`src/rtl/memory_arbiter.sv`:
```
// Two-port arbiter in front of a single-port block RAM. Each grant performs
// one read or write. Address, data and write enable are held for a fixed settle window.
module memory_arbiter #(
    parameter int ADDR_W      = 5,
    parameter int DATA_W      = 32,
    parameter int WAIT_CYCLES = 7
) (
    input  logic              clock,
    input  logic              resetn,
    input  logic              req0,
    input  logic              we0,
    input  logic [ADDR_W-1:0] addr0,
    input  logic [DATA_W-1:0] wdata0,
    input  logic              req1,
    input  logic              we1,
    input  logic [ADDR_W-1:0] addr1,
    input  logic [DATA_W-1:0] wdata1,
    input  logic [DATA_W-1:0] mem_rdata,
    output logic [ADDR_W-1:0] mem_addr,
    output logic [DATA_W-1:0] mem_wdata,
    output logic              mem_wren,
    output logic              gnt0,
    output logic              gnt1,
    output logic              done0,
    output logic              done1,
    output logic [DATA_W-1:0] rdata,
    output logic              busy
);

    // state  | meaning
    // IDLE   | no owner; arbitrate and capture the winner's request
    // ACCESS | first cycle driving the RAM with the captured request
    // WAIT   | RAM settle window of WAIT_CYCLES cycles
    // DONE   | one-cycle completion pulse; read data already captured
    typedef enum logic [1:0] {
        S_IDLE,
        S_ACCESS,
        S_WAIT,
        S_DONE
    } state_t;

    localparam logic [3:0] CNT_LAST = 4'(WAIT_CYCLES - 1);

    state_t     state;
    state_t     state_nxt;
    logic [3:0] cnt;
    logic       sel;
    logic       last_grant;
    logic       we_lat;
    logic       pick1;

    // Port 1 wins when it is alone, or when both ask and port 0 was served last.
    assign pick1 = req1 && (!req0 || !last_grant);

    always_comb begin
        state_nxt = state;
        case (state)
            S_IDLE:   if (req0 || req1) state_nxt = S_ACCESS;
            S_ACCESS: state_nxt = S_WAIT;
            S_WAIT:   if (cnt == CNT_LAST) state_nxt = S_DONE;
            S_DONE:   state_nxt = S_IDLE;
            default:  state_nxt = S_IDLE;
        endcase
    end

    always_ff @(posedge clock or negedge resetn) begin
        if (!resetn) begin
            state      <= S_IDLE;
            cnt        <= 4'd0;
            sel        <= 1'b0;
            last_grant <= 1'b1;
            we_lat     <= 1'b0;
            mem_addr   <= '0;
            mem_wdata  <= '0;
            rdata      <= '0;
        end else begin
            state <= state_nxt;
            case (state)
                S_IDLE: begin
                    cnt <= 4'd0;
                    if (req0 || req1) begin
                        sel        <= pick1;
                        last_grant <= pick1;
                        mem_addr   <= pick1 ? addr1  : addr0;
                        mem_wdata  <= pick1 ? wdata1 : wdata0;
                        we_lat     <= pick1 ? we1    : we0;
                    end
                end
                S_WAIT: begin
                    if (cnt == CNT_LAST) begin
                        cnt <= 4'd0;
                        if (!we_lat) rdata <= mem_rdata;
                    end else begin
                        cnt <= cnt + 4'd1;
                    end
                end
                default: cnt <= 4'd0;
            endcase
        end
    end

    // Outputs decode from the state register so reset clears them immediately.
    assign busy     = (state != S_IDLE);
    assign mem_wren = we_lat && ((state == S_ACCESS) || (state == S_WAIT));
    assign gnt0     = busy && !sel;
    assign gnt1     = busy && sel;
    assign done0    = (state == S_DONE) && !sel;
    assign done1    = (state == S_DONE) && sel;

endmodule

```
`config.mk`:
```
export PLATFORM = sky130hd
export DESIGN_NAME = memory_arbiter
export DESIGN_NICKNAME = d
export VERILOG_FILES = /design/src/rtl/memory_arbiter.sv
export SDC_FILE = /design/constraint.sdc
export NUM_CORES = 1
export LEC_CHECK = 0
export ABC_AREA = 1
export CAP_MARGIN = 40
export CORE_MARGIN = 3
export CORE_UTILIZATION = 37
export DETAILED_ROUTE_END_ITERATION = 12
export PLACE_DENSITY = 0.8
export REMOVE_ABC_BUFFERS = 1
export SYNTH_ARGS = -nofsm -noshare
export SYNTH_HDL_FRONTEND = slang
export SYNTH_SLANG_ARGS = --single-unit
```
`constraint.sdc`:
```
create_clock -name clock -period 1.38 [get_ports clock]
set_input_delay 0.207 -clock clock [delete_from_list [all_inputs] [get_ports clock]]
set_output_delay 0.207 -clock clock [all_outputs]
set_load 0.03 [all_outputs]
```
======== After elaboration in Yosys (flattened, before gate mapping) ========
Index checks and enable logic that the tools add are counted.
operators by class
  bitwise operators ....................... 1
  eq/ne operators ......................... 6
  reductions and logical operators ........ 17
  $add $sub $neg .......................... 1
  mux-type cells .......................... 8
operators with widths
  kind                                           count
  2-to-1 mux 32 bit                              1
  2-to-1 mux 4 bit                               2
  one-hot mux 2 bit (4 select lines)             1
  logical AND 1 bit                              6
  2-to-1 mux 5 bit                               1
  adder 4 x 1 -> 4 bit, second input constant    1
  == test 2 bit, second input constant           2
  == test 4 x 3 -> 1 bit, second input constant  1
  2-to-1 mux 2 bit                               2
  inequality test 2 bit, second input constant   2
  AND reduction 2 bit                            2
  zero test 1 bit                                3
  logical OR 1 bit                               3
  AND reduction 3 bit                            1
  == test 2 x 1 -> 1 bit, second input constant  1
  zero test 2 bit                                1
  nonzero test 2 bit                             1
  2-to-1 mux 1 bit                               1
  inverter 1 bit                                 1
storage, ports and cells
  word-level logic and storage cells ...... 41
  input port bits ......................... 112
  output and inout bits ................... 75
  flip-flop bits (word level) ............. 78

======== Logic depth before layout (Yosys ltp) ========
  word-level depth ........................ 4
  depth in mapped cells ................... 9
  depth with buffers taken out ............ 7

======== Worst setup path before layout ========
Ideal clock, no wire load.
  path kind ............................... reg-to-reg
  from .................................... register state[0]
  to ...................................... register mem_addr[0]
  stages on the path, launching flop included .. 10
  path buffers ............................ 2
  setup slack ............................. -0.251 ns
  library setup time ...................... 0.117 ns
  clock period less this slack ............ 1.631 ns
  required time ........................... 1.263 ns
  arrival ................................. 1.513 ns
  cells stage by stage .................... dfrtp_1 > inv_1 > ha_1 > inv_1 > a21oi_2 > inv_2 > buf_2 > buf_2 > nand2_1 > nand2_1
on the way
  word-level cells in the longest chain between the ends .. 2
ends and longest elaborated chain
  element                        line  RTL
  start, declared                44    state_t state;
  start signal, assigned         77    state <= state_nxt;
  zero test 2 bit                78    case (state)
  AND reduction 2 bit (no line)  --
  end signal, assigned           84    mem_addr <= pick1 ? addr1 : addr0;
  end, declared                  19    output logic [ADDR_W-1:0] mem_addr,
Every way passes these cells.
A chain may end at the register's enable or synchronous reset.

======== Worst setup path in the final report ========
  from .................................... register state[0]
  to ...................................... register mem_wdata[23]
on the way
  word-level cells in the longest chain between the ends .. 2
ends and longest elaborated chain
  element                        line  RTL
  zero test 2 bit                78
  AND reduction 2 bit (no line)  --
  end signal, assigned           85    mem_wdata <= pick1 ? wdata1 : wdata0;
  end, declared                  20    output logic [DATA_W-1:0] mem_wdata,
Every way passes these cells.

==> flow_summary.yaml <==
cts:
  cts_tree: "yes"
  clock_sink_count: 78
  clock_path_buffers: 2
  clk_latency_ns: 0.35
  htreeDepth: 3
  cts_buffers: 9
  clkTransAtPathRegs_ns: 0.08
  clock-root-buffer: "clkbuf_8"
timing:
  final-setup-viol-count: 78
  slew_viol_final: 0
  fin_ws_ns: -0.1527
  max_slew_margin_pct: 77.18
  clock.fmax_ghz: 0.6524
  worstMarginPinSlew_ns: 0.3422
  min_period_over_period_pct: 111.1
  clock_skew_ns: 0.008041
  hold_viol_final: 0
  rsz0062_at_grt: "yes"
  period_needed_ns: 1.533
  setup_tns_ns: -9.628
floorplan:
  coreArea_sq_um: 9819
  fp-row-count: 36
  die_w_um: 106.6
  start_util_pct: 38.16
  die_area_sq_um: 11370
  chipHeight_um: 106.6
  io_pins: 187
yosys:
  muxShareOfSynthArea_pct: 0
  ys_seq_area_share_pct: 52.12
  yosys.area_share.xor_xnor_pct: 0.2337
  synthAdderAreaFrac_pct: 1.669
  synth_compound_area_share_pct: 0.3673
  syn_inst: 484
  synthTopCellsByArea: "dfrtp_1, nand2_1, nand3_1"
  synth_top_area_share_pct: 51.42
  ys.warnings.count: 0
  yosys.area_share.simple_pct: 38.13
  avgSynthCellArea_sq_um: 7.742
  synth_top_family_by_area: "simple AND/OR/NAND/NOR gates"
  synth_seq_cells: 78
  yosys.area.top_type: "dfrtp_1"
  syn_area_sq_um: 3747
  synth_cell_type_count: 16
setup_path:
  required_ns: 1.62
  critPathCaptureType: "flip-flop"
  cp_max_fo: 7
  worstPathArrival_ns: 1.78
  start_kind: "flip-flop"
  ff2ff_path_depth: 10
  path_class: "flip-flop to flip-flop"
  r2r_start: "state[0]$_DFFE_PN0P_"
  rrSetupSlack_ns: -0.15
  reg2reg_to: "mem_wdata[23]$_DFFE_PN0P_"
cells_and_area:
  area_growth_pct: 86.61
  layout_commonest_cell: "clkdlybuf4s50_1"
  fillers: 728
  layout_common_cells: "clkdlybuf4s50_1, nand2_1, dfrtp_1, nand2_2, nand3_1"
  post-route-util_pct: 71.22
  diodes: 0
  layout-drive-gt1-share_pct: 33.62
  nets: 814
flow_run:
  cap_violations: 0
grt:
  antenna_found_initial: 0
  overflow: 0
  grt_pass1_wl_um: 19210
  first_global_vias: 3966
  grtUsageTotal_pct: 21.13
  grt_max_degree: 40
min_path:
  holdCritPathClass: "input port to async pin"
placed_design:
  hpwl_um: 8485
  port_buffers: 186
  gp_congestion: 0.8162
pwr:
  finalPower_mw: 12.63
  cellPowerDensity_nw_per_um2: 1806
  vdd_drop_max_v: 0.001129
  p_leak_nw: 3.288
detailed_routing:
  vias: 4157
  drcViolationCount: 0
  route.detailed.wl_per_inst_um: 16.92
  wl_um: 14130
  ant_nets: 0
  vias_per_cell: 4.978
  initialDrtViolationCount: 260
  drt_pass1_iterations: 4
outcome:
  violations: "negative setup slack"
  status: "complete, but fails checks"
[per-stage QoR]
step	cell area, sq um	setup WS (ns)	hold WS, ns	cells
final	6993	-0.1527	0.3085	835
after floorplan	3617	-1.477	-0.08859	455
after global routing	6993	-0.2023	0.3207	835
after detailed placement	5916	-0.2579	0.1333	796
after CTS	6382	-0.1507	0.2918	824
after global placement	5916	-0.2156	0.1300	796
[how the worst max path moves through the flow]
stage | from | endpoint | slack [ns]
detailed placement | req1 | mem_wdata[24]$_DFFE_PN0P_ | -0.26
global placement | req1 | mem_wdata[11]$_DFFE_PN0P_ | -0.22
floorplan | state[0]$_DFFE_PN0P_ | rdata[0]$_DFFE_PN0P_ | -1.48
finish | state[0]$_DFFE_PN0P_ | mem_wdata[23]$_DFFE_PN0P_ | -0.15
global route | state[0]$_DFFE_PN0P_ | mem_wdata[31]$_DFFE_PN0P_ | -0.20
CTS | state[0]$_DFFE_PN0P_ | gnt1 | -0.15
[routing by layer]
layer | routed length (um) | global-route usage [%]
met5 | 0 | 0
met4 | 296 | 9.041
met3 | 977 | 4.576
met2 | 7208 | 36.06
met1 | 5646 | 25.80
[power breakdown]
part / switching (mW) / internal (mW) / total (mW)
clock network: 0.879 / 1.02 / 1.90
logic: 4.02 / 3.11 / 7.13
registers: 0.631 / 2.96 / 3.59
total: 5.53 / 7.10 / 12.6
[cells in the mapped netlist]
cell	instances
nor2_1	9
dfstp_2	1
inv_2	2
inv_1	38
clkbuf_1	14
ha_1	5
o21ai_0	1
nand3_1	77
xnor2_1	1
a21oi_2	1
nand2_1	217
buf_4	2
buf_1	2
dfrtp_1	77
nand3b_1	26
buf_2	11
[flip-flops by register name (all words and copies together) (netlist names)]
register,count
rdata,32
mem_wdata,32
we_lat,1
state,2
last_grant,1
cnt,4
mem_addr,5
sel,1
[critical path, stage by stage, from the launching register on]
cell and delay [ns]:
dfrtp_1 0.41, inv_2 0.09, ha_4 0.15, inv_4 0.04, buf_6 0.10, a21oi_4 0.16, buf_12 0.15, inv_16 0.05
clkbuf_16 0.16, nand2_4 0.06, nand2_2 0.04
[layout make-up]
class | count | area [sq um] | share of cell area (%)
well taps | 133 | 166.4 | 2.380
clock inverters | 7 | 97.59 | 1.396
inverters | 40 | 171.4 | 2.451
repair buffers | 231 | 2390 | 34.17
flip-flops and latches | 78 | 1953 | 27.93
clock buffers | 9 | 123.9 | 1.771
multi-input cells | 337 | 2091 | 29.90
[cell families after synthesis]
family                     Yosys count
adders and majority gates            5
AOI/OAI and AO/OA                    2
xor gates and xnor gates             1
buffers and inverters               69
DFF                                 78
and+or+nand+nor                    329
[what timing repair did]
| item | in CTS | in global routing |
|---|---|---|
| hold buffers | 1 | 0 |
| gates resized for setup | 120 | 248 |
| gates cloned | 3 | 9 |
| endpoints found under the setup margin | 122 | 92 |
| pin swaps | 8 | 41 |
| setup buffers | 8 | 3 |
| hold endpoints to repair | 20 | 0 |
Note: power is estimated with default switching activity, not from simulation.
